### config.mk
export PLATFORM = sky130hd
export DESIGN_NAME = event_buf_ctrl_flat
export DESIGN_NICKNAME = d
export VERILOG_FILES = /design/src/rtl/event_buf_ctrl_pkg.sv /design/src/rtl/event_buf_ctrl_if.sv /design/src/rtl/event_buf_ctrl_decode.sv /design/src/rtl/event_buf_ctrl.sv /design/src/flat_wrapper.sv
export SDC_FILE = /design/constraint.sdc
export NUM_CORES = 1
export LEC_CHECK = 0
export CAP_MARGIN = 20
export CORE_ASPECT_RATIO = 0.7
export CORE_UTILIZATION = 45
export DETAILED_ROUTE_END_ITERATION = 10
export PLACE_DENSITY = 0.73
export SLEW_MARGIN = 20
export SYNTH_ARGS = -nofsm -noshare
export SYNTH_HDL_FRONTEND = slang
export SYNTH_SLANG_ARGS = --single-unit
### constraint.sdc
create_clock -name clk -period 4.15 [get_ports clk]
set_input_delay 0.415 -clock clk [delete_from_list [all_inputs] [get_ports clk]]
set_output_delay 0.415 -clock clk [all_outputs]
set_load 0.05 [all_outputs]
### src/rtl/event_buf_ctrl_pkg.sv
// Shared types and geometry for the event buffer controller and global_event_buf.
// Sensor geometry, event field layout and FSM state encoding live here.
package event_buf_ctrl_pkg;

  localparam int WIDTH     = 120;
  localparam int HEIGHT    = 100;
  localparam int TOT_PIXEL = WIDTH * HEIGHT;
  localparam int IDX_W     = $clog2(TOT_PIXEL);

  // Bit positions of the fields inside the 64-bit sensor event word.
  localparam int EV_X_LSB   = 0;
  localparam int EV_Y_LSB   = 8;
  localparam int EV_COORD_W = 8;
  localparam int EV_POL_BIT = 16;
  localparam int EV_T_LSB   = 32;

  typedef struct packed {
    logic [31:0] t;
    logic [14:0] rsvd;
    logic        pol;
    logic [7:0]  y;
    logic [7:0]  x;
  } event_s;

  typedef logic [IDX_W-1:0] pixel_idx_t;

  typedef enum logic [2:0] {
    ST_CLEAR,
    ST_IDLE,
    ST_READ,
    ST_HOLD,
    ST_WRITE
  } state_e;

endpackage

### src/rtl/event_buf_ctrl_if.sv
// Bundle between the event sequencer and its neighbours: sensor stream in,
// buffer control out, history strobe to the graph stage.
interface event_buf_ctrl_if #(
  parameter int IDX_BITS = event_buf_ctrl_pkg::IDX_W
);
  import event_buf_ctrl_pkg::*;

  logic                ev_valid;
  logic                ev_ready;
  event_s              ev_data;
  logic [IDX_BITS-1:0] buf_pixel_idx;
  logic                buf_en;
  logic                buf_wr_rdn;
  logic [63:0]         buf_din;
  logic                hist_valid;
  logic                hist_ready;
  event_s              hist_event;
  logic [IDX_BITS-1:0] hist_pixel_idx;
  logic                init_done;
  logic [15:0]         drop_cnt;

  modport master (
    input  ev_valid, ev_data, hist_ready,
    output ev_ready, buf_pixel_idx, buf_en, buf_wr_rdn, buf_din,
           hist_valid, hist_event, hist_pixel_idx, init_done, drop_cnt
  );

  modport slave (
    output ev_valid, ev_data, hist_ready,
    input  ev_ready, buf_pixel_idx, buf_en, buf_wr_rdn, buf_din,
           hist_valid, hist_event, hist_pixel_idx, init_done, drop_cnt
  );

endinterface

### src/rtl/event_buf_ctrl_decode.sv
// event_decode: range-checks an event's coordinates and maps them to a
// row-major pixel index; the index is forced to zero for out-of-range events.
module event_decode #(
  parameter int WIDTH  = event_buf_ctrl_pkg::WIDTH,
  parameter int HEIGHT = event_buf_ctrl_pkg::HEIGHT,
  parameter int IDX_W  = $clog2(WIDTH * HEIGHT)
) (
  input  logic [7:0]       x_i,
  input  logic [7:0]       y_i,
  output logic             in_range_o,
  output logic [IDX_W-1:0] idx_o
);

  localparam logic [IDX_W-1:0] WIDTH_C = IDX_W'(WIDTH);

  always_comb begin
    in_range_o = ({24'd0, x_i} < 32'(WIDTH)) && ({24'd0, y_i} < 32'(HEIGHT));
    // Constant multiply; only in-range coordinates reach it, so no wrap.
    idx_o = in_range_o ? (IDX_W'(y_i) * WIDTH_C + IDX_W'(x_i)) : '0;
  end

endmodule

### src/rtl/event_buf_ctrl.sv
// Sequencer in front of global_event_buf: zero-sweeps the buffer after reset,
// then runs each accepted event through read, present-history and write.
module event_buf_ctrl #(
  parameter int WIDTH  = event_buf_ctrl_pkg::WIDTH,
  parameter int HEIGHT = event_buf_ctrl_pkg::HEIGHT,
  parameter int IDX_W  = $clog2(WIDTH * HEIGHT)
) (
  input  logic             clk,
  input  logic             rst,
  event_buf_ctrl_if.master bus
);
  import event_buf_ctrl_pkg::*;

  localparam int               TOT      = WIDTH * HEIGHT;
  localparam logic [IDX_W-1:0] LAST_IDX = IDX_W'(TOT - 1);

  state_e           state_q;
  logic [IDX_W-1:0] clr_cnt_q;
  logic             clr_done_q;
  event_s           cur_ev_q;
  logic [IDX_W-1:0] cur_idx_q;

  logic             ev_ready_q;
  logic             buf_en_q;
  logic             buf_wr_rdn_q;
  logic [63:0]      buf_din_q;
  logic [IDX_W-1:0] buf_idx_q;
  logic             hist_valid_q;
  event_s           hist_event_q;
  logic [IDX_W-1:0] hist_idx_q;
  logic             init_done_q;
  logic [15:0]      drop_cnt_q;
  logic [15:0]      drop_cnt_d;

  logic             dec_in_range;
  logic [IDX_W-1:0] dec_idx;

  event_decode #(
    .WIDTH  (WIDTH),
    .HEIGHT (HEIGHT),
    .IDX_W  (IDX_W)
  ) u_decode (
    .x_i        (bus.ev_data[EV_X_LSB +: EV_COORD_W]),
    .y_i        (bus.ev_data[EV_Y_LSB +: EV_COORD_W]),
    .in_range_o (dec_in_range),
    .idx_o      (dec_idx)
  );

  always_comb begin
    drop_cnt_d = (drop_cnt_q == 16'hFFFF) ? drop_cnt_q : drop_cnt_q + 16'd1;
  end

  // Outputs are registered alongside the state so each one reflects the
  // state being entered, never a combinational decode of ev_valid/hist_ready.
  always_ff @(posedge clk) begin
    if (rst) begin
      state_q      <= ST_CLEAR;
      clr_cnt_q    <= '0;
      clr_done_q   <= 1'b0;
      cur_ev_q     <= '0;
      cur_idx_q    <= '0;
      ev_ready_q   <= 1'b0;
      buf_en_q     <= 1'b0;
      buf_wr_rdn_q <= 1'b0;
      buf_din_q    <= '0;
      buf_idx_q    <= '0;
      hist_valid_q <= 1'b0;
      hist_event_q <= '0;
      hist_idx_q   <= '0;
      init_done_q  <= 1'b0;
      drop_cnt_q   <= '0;
    end else begin
      case (state_q)
        ST_CLEAR: begin
          if (!clr_done_q) begin
            buf_en_q     <= 1'b1;
            buf_wr_rdn_q <= 1'b1;
            buf_din_q    <= '0;
            buf_idx_q    <= clr_cnt_q;
            if (clr_cnt_q == LAST_IDX) begin
              clr_done_q <= 1'b1;
            end else begin
              clr_cnt_q <= clr_cnt_q + 1'b1;
            end
          end else begin
            buf_en_q     <= 1'b0;
            buf_wr_rdn_q <= 1'b0;
            init_done_q  <= 1'b1;
            ev_ready_q   <= 1'b1;
            state_q      <= ST_IDLE;
          end
        end

        ST_IDLE: begin
          if (bus.ev_valid && ev_ready_q) begin
            if (!dec_in_range) begin
              drop_cnt_q <= drop_cnt_d;
            end else begin
              cur_ev_q     <= bus.ev_data;
              cur_idx_q    <= dec_idx;
              ev_ready_q   <= 1'b0;
              buf_en_q     <= 1'b1;
              buf_wr_rdn_q <= 1'b0;
              buf_idx_q    <= dec_idx;
              buf_din_q    <= bus.ev_data;
              state_q      <= ST_READ;
            end
          end
        end

        ST_READ: begin
          buf_en_q     <= 1'b0;
          hist_valid_q <= 1'b1;
          hist_event_q <= cur_ev_q;
          hist_idx_q   <= cur_idx_q;
          state_q      <= ST_HOLD;
        end

        // buf_din keeps cur_ev throughout, as the buffer samples din every cycle.
        ST_HOLD: begin
          if (bus.hist_ready) begin
            hist_valid_q <= 1'b0;
            buf_en_q     <= 1'b1;
            buf_wr_rdn_q <= 1'b1;
            buf_idx_q    <= cur_idx_q;
            state_q      <= ST_WRITE;
          end
        end

        ST_WRITE: begin
          buf_en_q     <= 1'b0;
          buf_wr_rdn_q <= 1'b0;
          buf_din_q    <= '0;
          ev_ready_q   <= 1'b1;
          state_q      <= ST_IDLE;
        end

        default: begin
          state_q <= ST_CLEAR;
        end
      endcase
    end
  end

  assign bus.ev_ready       = ev_ready_q;
  assign bus.buf_en         = buf_en_q;
  assign bus.buf_wr_rdn     = buf_wr_rdn_q;
  assign bus.buf_din        = buf_din_q;
  assign bus.buf_pixel_idx  = buf_idx_q;
  assign bus.hist_valid     = hist_valid_q;
  assign bus.hist_event     = hist_event_q;
  assign bus.hist_pixel_idx = hist_idx_q;
  assign bus.init_done      = init_done_q;
  assign bus.drop_cnt       = drop_cnt_q;

endmodule
### src/flat_wrapper.sv
// flat-port wrapper written by rule: the top's interface ports become plain ports
module event_buf_ctrl_flat import event_buf_ctrl_pkg::*;
#(
  parameter int WIDTH  = event_buf_ctrl_pkg::WIDTH,
  parameter int HEIGHT = event_buf_ctrl_pkg::HEIGHT,
  parameter int IDX_W  = $clog2(WIDTH * HEIGHT)
)
  (clk, rst, bus_ev_valid, bus_ev_data, bus_hist_ready, bus_ev_ready, bus_buf_pixel_idx, bus_buf_en, bus_buf_wr_rdn, bus_buf_din, bus_hist_valid, bus_hist_event, bus_hist_pixel_idx, bus_init_done, bus_drop_cnt);
  event_buf_ctrl_if bus_i ();
  input  logic clk;
  input  logic rst;
  input wire logic [$bits(bus_i.ev_valid)-1:0] bus_ev_valid;
  input wire logic [$bits(bus_i.ev_data)-1:0] bus_ev_data;
  input wire logic [$bits(bus_i.hist_ready)-1:0] bus_hist_ready;
  output wire logic [$bits(bus_i.ev_ready)-1:0] bus_ev_ready;
  output wire logic [$bits(bus_i.buf_pixel_idx)-1:0] bus_buf_pixel_idx;
  output wire logic [$bits(bus_i.buf_en)-1:0] bus_buf_en;
  output wire logic [$bits(bus_i.buf_wr_rdn)-1:0] bus_buf_wr_rdn;
  output wire logic [$bits(bus_i.buf_din)-1:0] bus_buf_din;
  output wire logic [$bits(bus_i.hist_valid)-1:0] bus_hist_valid;
  output wire logic [$bits(bus_i.hist_event)-1:0] bus_hist_event;
  output wire logic [$bits(bus_i.hist_pixel_idx)-1:0] bus_hist_pixel_idx;
  output wire logic [$bits(bus_i.init_done)-1:0] bus_init_done;
  output wire logic [$bits(bus_i.drop_cnt)-1:0] bus_drop_cnt;
  assign bus_i.ev_valid = bus_ev_valid;
  assign bus_i.ev_data = bus_ev_data;
  assign bus_i.hist_ready = bus_hist_ready;
  assign bus_ev_ready = bus_i.ev_ready;
  assign bus_buf_pixel_idx = bus_i.buf_pixel_idx;
  assign bus_buf_en = bus_i.buf_en;
  assign bus_buf_wr_rdn = bus_i.buf_wr_rdn;
  assign bus_buf_din = bus_i.buf_din;
  assign bus_hist_valid = bus_i.hist_valid;
  assign bus_hist_event = bus_i.hist_event;
  assign bus_hist_pixel_idx = bus_i.hist_pixel_idx;
  assign bus_init_done = bus_i.init_done;
  assign bus_drop_cnt = bus_i.drop_cnt;
  event_buf_ctrl #(.WIDTH(WIDTH), .HEIGHT(HEIGHT), .IDX_W(IDX_W)) u_core (.clk(clk), .rst(rst), .bus(bus_i));
endmodule
== After elaboration in Yosys (flattened, before gate mapping) ==
Index checks and enable logic that the tools add are counted.
W data, S select, Z words.
Operators by class
  add/sub/neg operators: 3
  $mul: 1
  magnitude comparators: 2
  equality and inequality tests: 11
  muxes and demuxes: 28
  bitwise operators: 4
  reductions and logical operators: 20
Operator list (count)
  $mux W64: 3
  $pmux W64 S3: 1
  $mux W14: 4
  $pmux W14 S3: 1
  $reduce_and A4 Y1: 6
  $add A16 B1 Y16 const B: 1
  $eq A16 B16 Y1 const B: 1
  $lt A8 B7 Y1 const B: 2
  $pmux W3 S5: 1
  $add A14 B1 Y14 const B: 1
  $add A14 B8 Y14: 1
  $eq A14 B14 Y1 const B: 1
  $mux W3: 4
  $mul A8 B4 Y11 const B: 1
  $mux W1: 10
  $pmux W1 S4: 2
  $reduce_bool A4 Y1: 2
  $eq A3 B2 Y1 const B: 2
  $ne A2 B1 Y1 const B: 3
  $reduce_and A3 Y1: 2
  $reduce_bool A3 Y1: 2
  $reduce_and A5 Y1: 1
  $ne A2 B2 Y1 const B: 2
  $not A1 Y1: 4
  other kinds (9): 11
Word-level totals
  flip-flop bits (word level): 273
  bits of input ports: 68
  output and inout bits: 177
  word-level logic and storage cells: 92

== Depth between registers and ports, before layout ==
  depth after elaboration: 5
  mapped depth: 14
  depth with buffers taken out: 14

== Hierarchy ==
Synthesis repeated with hierarchy kept, for this count alone.
Unflattened totals
  cell total of the unflattened synthesis: 1388
  area total of the unflattened synthesis: 11373.4 um^2
By module, submodules not included
  event_buf_ctrl: instances 1, cells an instance 1234, area each 10131.0 um^2, seq. area each 5465.2 um^2
  event_decode: instances 1, cells an instance 154, area each 1242.4 um^2, seq. area each 0.0 um^2

== Worst setup path after synthesis ==
No wires, ideal clock.
  path type: input-to-reg
  start: input bus_ev_data[8]
  end: register u_core.buf_idx_q[11] (netlist: u_core.bus.buf_pixel_idx[11])
  library setup time: 0.134 ns
  arrival: 3.453 ns
  path slack: 0.563 ns
  stages: 13
  buffers on the path: 0
  cells stage by stage: fa_1 -> fa_1 -> inv_1 -> fa_1 -> xnor2_1 -> ha_1 -> o21ai_0 -> nor2_1 -> o221a_2 -> nand3_1 -> xor2_1 -> a221oi_1 -> a211oi_1
Between the ends
  word-level cells in the longest chain between the ends: 5
RTL lines
  start, declared: line flat_wrapper.sv:13  | input wire logic [$bits(bus_i.ev_data)-1:0] bus_ev_data;
  $mul A8 B4 Y11: line event_buf_ctrl_decode.sv:19  | idx_o = in_range_o ? (IDX_W'(y_i) * WIDTH_C + IDX_W'(x_i)) : '0;
  $add A14 B8 Y14: line event_buf_ctrl_decode.sv:19
  $mux W14: line event_buf_ctrl.sv:96  | if (!dec_in_range) begin
  $mux W14: line event_buf_ctrl.sv:95  | if (bus.ev_valid && ev_ready_q) begin
  $pmux W14 S3: line event_buf_ctrl.sv:73  | case (state_q)
  end signal, assigned: line event_buf_ctrl.sv:79  | buf_idx_q <= clr_cnt_q;
  end signal, assigned: line event_buf_ctrl.sv:104  | buf_idx_q <= dec_idx;
  end signal, assigned: line event_buf_ctrl.sv:125  | buf_idx_q <= cur_idx_q;
  end, declared: line event_buf_ctrl.sv:27  | logic [IDX_W-1:0] buf_idx_q;
Several ways; a longest one is shown, not always the timed one. The select of a mux whose other input is x is not followed.
A chain may end at the register's enable or synchronous reset.

== Worst setup path in the final report ==
  start: input bus_ev_data[9]
  end: register u_core.buf_idx_q[11] (netlist: u_core.bus.buf_pixel_idx[11])
Same word-level chain as after synthesis.

==> impl_metrics.ini <==
[timing]
finalCritPeriodShare_pct = 93.2
setup_violations = 0
rsz0062_at_grt = false
hold_viol_final = 0
setup_ws_ns = 0.280
fin_skew_ns = 0.00566
min_period_ns = 3.87
worst_slew_pin_slew_ns = 0.874
slew_violations = 0
fmax_mhz = 258
slew_headroom_pct = 41.3

[place]
port_buffers = 244
gp_congestion = 0.853
pre_cts_ws_ns = -0.244
dp_hpwl_um = 20900
placedInstanceArea_um2 = 13600

[power]
p_seq_share_pct = 45.9
peakVddDrop_uv = 266
switching_share_pct = 23.6
p_switching_w = 0.00132
p_leak_nw = 4.96
p_comb_share_pct = 12.3
intPower_w = 0.00428
clockPowerShare_pct = 41.7
p_per_area_nw_per_um2 = 388

[route]
vias_per_cell = 5.23
vias = 9769
drc = 0
first_iter_violations = 769
drt_wl_total_um = 31000
avgRoutedWirePerCell_um = 16.6
dr.pass1.iters = 7
final_antenna_net_count = 0

[clock_tree]
cts.sinks = 267
clock_latency_ns = 0.52
tritoncts = yes
cts_root_buffer = clkbuf_16
clockBufferDepth = 3
post_cts_buffers = 0
postCtsResizedCells = 0
cts_hold_buf = 0
cts_max_level = 1
cts_made_buffers = 26
path_clk_slew_ns = 0.06

[logic_synthesis]
syn_area_per_cell_um2 = 8.11
async_flop_share_pct = 0
ys_seq_elements = 267
synth_ff_type = dfxtp_1
synth_top_area_share_pct = 49.7
synth_cells = 1326
synth_edf_count = 0
synth_seq_area_share_pct = 49.7
ys_top_cells_by_area = dfxtp_1 (50%), nand2_1 (13%), a21oi_1 (11%)
synth.distinct_cells = 53
synthesis.nets = 1432
mappedNetlistArea_um2 = 10800
yosysWarnings = 0
synth_largest_area_cell = dfxtp_1

[setup_path]
cp_slowest_cell = clkdlybuf4s50_1
crit_family = adder cells
rrSetupSlack_ns = 1.42
crit_buf_inv = 3
worstPathArrival_ns = 4.30
worst_ep_required_time_ns = 4.58
crit_path_start_kind = primary input
crit_chain = clkdlybuf4s50_1 -> fa_1 -> fa_1 -> inv_1 -> fa_1 -> inv_1 -> ha_1 -> o21ai_0 -> nor2_1 -> o221a_2 -> nand3_1 -> xor2_1 -> a221oi_1 -> a211oi_1
cp-end-kind = register
worstPathMaxFanout = 4
worst-setup-path-type = primary input to register
cpMostUsedCell = fa_1
critPathMaxStageDelay_ns = 0.58

[global_routing]
grtUsageTotal_pct = 24.6
grt_max_degree = 116
grt_pass1_vias = 8993
grt_pass1_wl_um = 49100
grt_overflow = 0
antenna_found_initial = 0

[run]
cap_violations = 0

[hold_path]
hold_class = register to register

[floorplanning]
io_pins = 245
die_area_um2 = 24500
die_h_um = 131
start_util_pct = 46.7
core_um2 = 23000
die_width_um = 187
row_count = 46

[cells_and_area]
area_growth_pct = 34.2
seqCellArea_um2 = 5350
design_area_um2 = 14400
diodes = 0
fillers = 2025
drive_gt1_share_pct = 5.52
multiInputGateArea_um2 = 4950
fin_nets = 1647

[status]
status = finished clean
==> cell usage after synthesis (4+ instances only) <==
library cell	count
mux2i_1	8
ha_1	24
dfxtp_1	267
fa_1	14
o21a_1	4
clkbuf_1	69
nor3b_1	4
a21oi_1	228
nand3_1	51
o211ai_1	6
and3_1	5
xnor2_1	21
buf_2	13
xor2_1	20
o21ai_0	9
inv_1	32
nand2_1	386
nor3_1	16
nor2_1	71
nand4_1	7
a211oi_1	12
==> worst reg2reg max path, stage by stage, from the launching register on <==
cell	delay (ns)
dfxtp_1	0.63
nor2b_1	0.20
buf_4	0.27
nand2_1	0.23
o21ai_1	0.74
a311oi_1	0.17
and2_1	0.22
a211oi_1	0.19
==> state kept, by name, summed over array words and instances (netlist names) <==
signal and flops:
u_core.bus.buf_din 64, u_core.bus.buf_en 1, u_core.bus.buf_pixel_idx 14, u_core.bus.buf_wr_rdn 1, u_core.bus.drop_cnt 16, u_core.bus.ev_ready 1
u_core.bus.hist_event 61, u_core.bus.hist_pixel_idx 14, u_core.bus.hist_valid 1, u_core.bus.init_done 1, u_core.clr_cnt_q 14, u_core.clr_done_q 1
u_core.cur_ev_q 61, u_core.cur_idx_q 14, u_core.state_q 3
==> kinds of logic after synthesis <==
family                   count (synthesis)  share of synthesized area [%]
adder cells (fa/ha/maj)                 38                           5.40
XOR/XNOR                                41                           3.34
AO/OA/AOI/OAI                          287                           14.6
buffers and inverters                  122                           4.58
AND/OR/NAND/NOR                        563                           21.7
flip-flops                             267                           49.7
multiplexers                             8                          0.744
==> final timing paths <==
path | start | endpoint | cells past startpoint
max reg2reg | u_core.state_q[0]$_SDFFE_PP0P_ | u_core.bus.buf_pixel_idx[12]$_SDFFE_PP0P_ | 7
min | u_core.bus.hist_event[9]$_SDFFE_PP0P_ | u_core.bus.hist_event[9]$_SDFFE_PP0P_ | 2
min reg2reg | u_core.bus.hist_event[9]$_SDFFE_PP0P_ | u_core.bus.hist_event[9]$_SDFFE_PP0P_ | 2
max | bus_ev_data[9] | u_core.bus.buf_pixel_idx[11]$_SDFFE_PP0P_ | 14
==> metal layers <==
layer	global-route usage, %	wire [um]	part of all wire (%)	vias up
li1	-	-	-	4818
met2	37.7	13300	43	323
met4	3.83	384	1.2	0
met3	6.33	2620	8.4	25
met1	35.3	14800	48	4603
met5	0	0	0	-
==> power by group through the flow <==
stage	combinational (W)	clock, W	sequential, W
2_1_floorplan	0.000395	0	0.00264
3_3_place_gp	0.000662	0	0.00263
3_5_place_dp	0.000686	0	0.00263
4_1_cts	0.000689	0.00238	0.00257
5_1_grt	0.000758	0.00249	0.00257
6_report	0.000690	0.00234	0.00257
==> stage by stage <==
step                      total power [W]  utilization [%]  std cells  TNS [ns]  hold slack (ns)
after floorplan                   0.00303                -       1326         0            0.427
after global placement            0.00329             59.0       1825    -0.147            0.432
after detailed placement          0.00332             59.0       1825     -1.12            0.444
after CTS                         0.00565             62.7       1869         0            0.447
after global routing              0.00582             62.7       1869         0            0.459
final                             0.00560             62.7       1869         0            0.451
==> cell type report <==
| type | count | share of cell area, % |
|---|---|---|
| multi-input cells | 937 | 34.3 |
| clock buffers | 41 | 5.60 |
| flip-flops and latches | 267 | 37.0 |
| repair buffers | 276 | 19.2 |
| inverters | 33 | 0.858 |
| clock inverters | 3 | 0.277 |
| well taps | 312 | 2.70 |
==> layout by cell type (no fill, tap or decap), types with 3 or more instances in the layout <==
cell type,instances
a211oi_1,12
a21o_1,3
a21oi_1,228
a31oi_1,3
and3_1,5
buf_12,7
buf_4,25
clkbuf_1,6
clkbuf_16,27
clkbuf_8,9
clkdlybuf4s50_1,243
dfxtp_1,267
fa_1,14
ha_1,24
inv_1,32
mux2i_1,8
nand2_1,385
nand3_1,51
nand4_1,7
nor2_1,69
nor3_1,15
nor3b_1,4
nor4_1,3
o211ai_1,6
o21a_1,4
o21ai_0,9
o22ai_1,3
or2_2,3
xnor2_1,21
xor2_1,20
(Power assumes the default switching activity.)
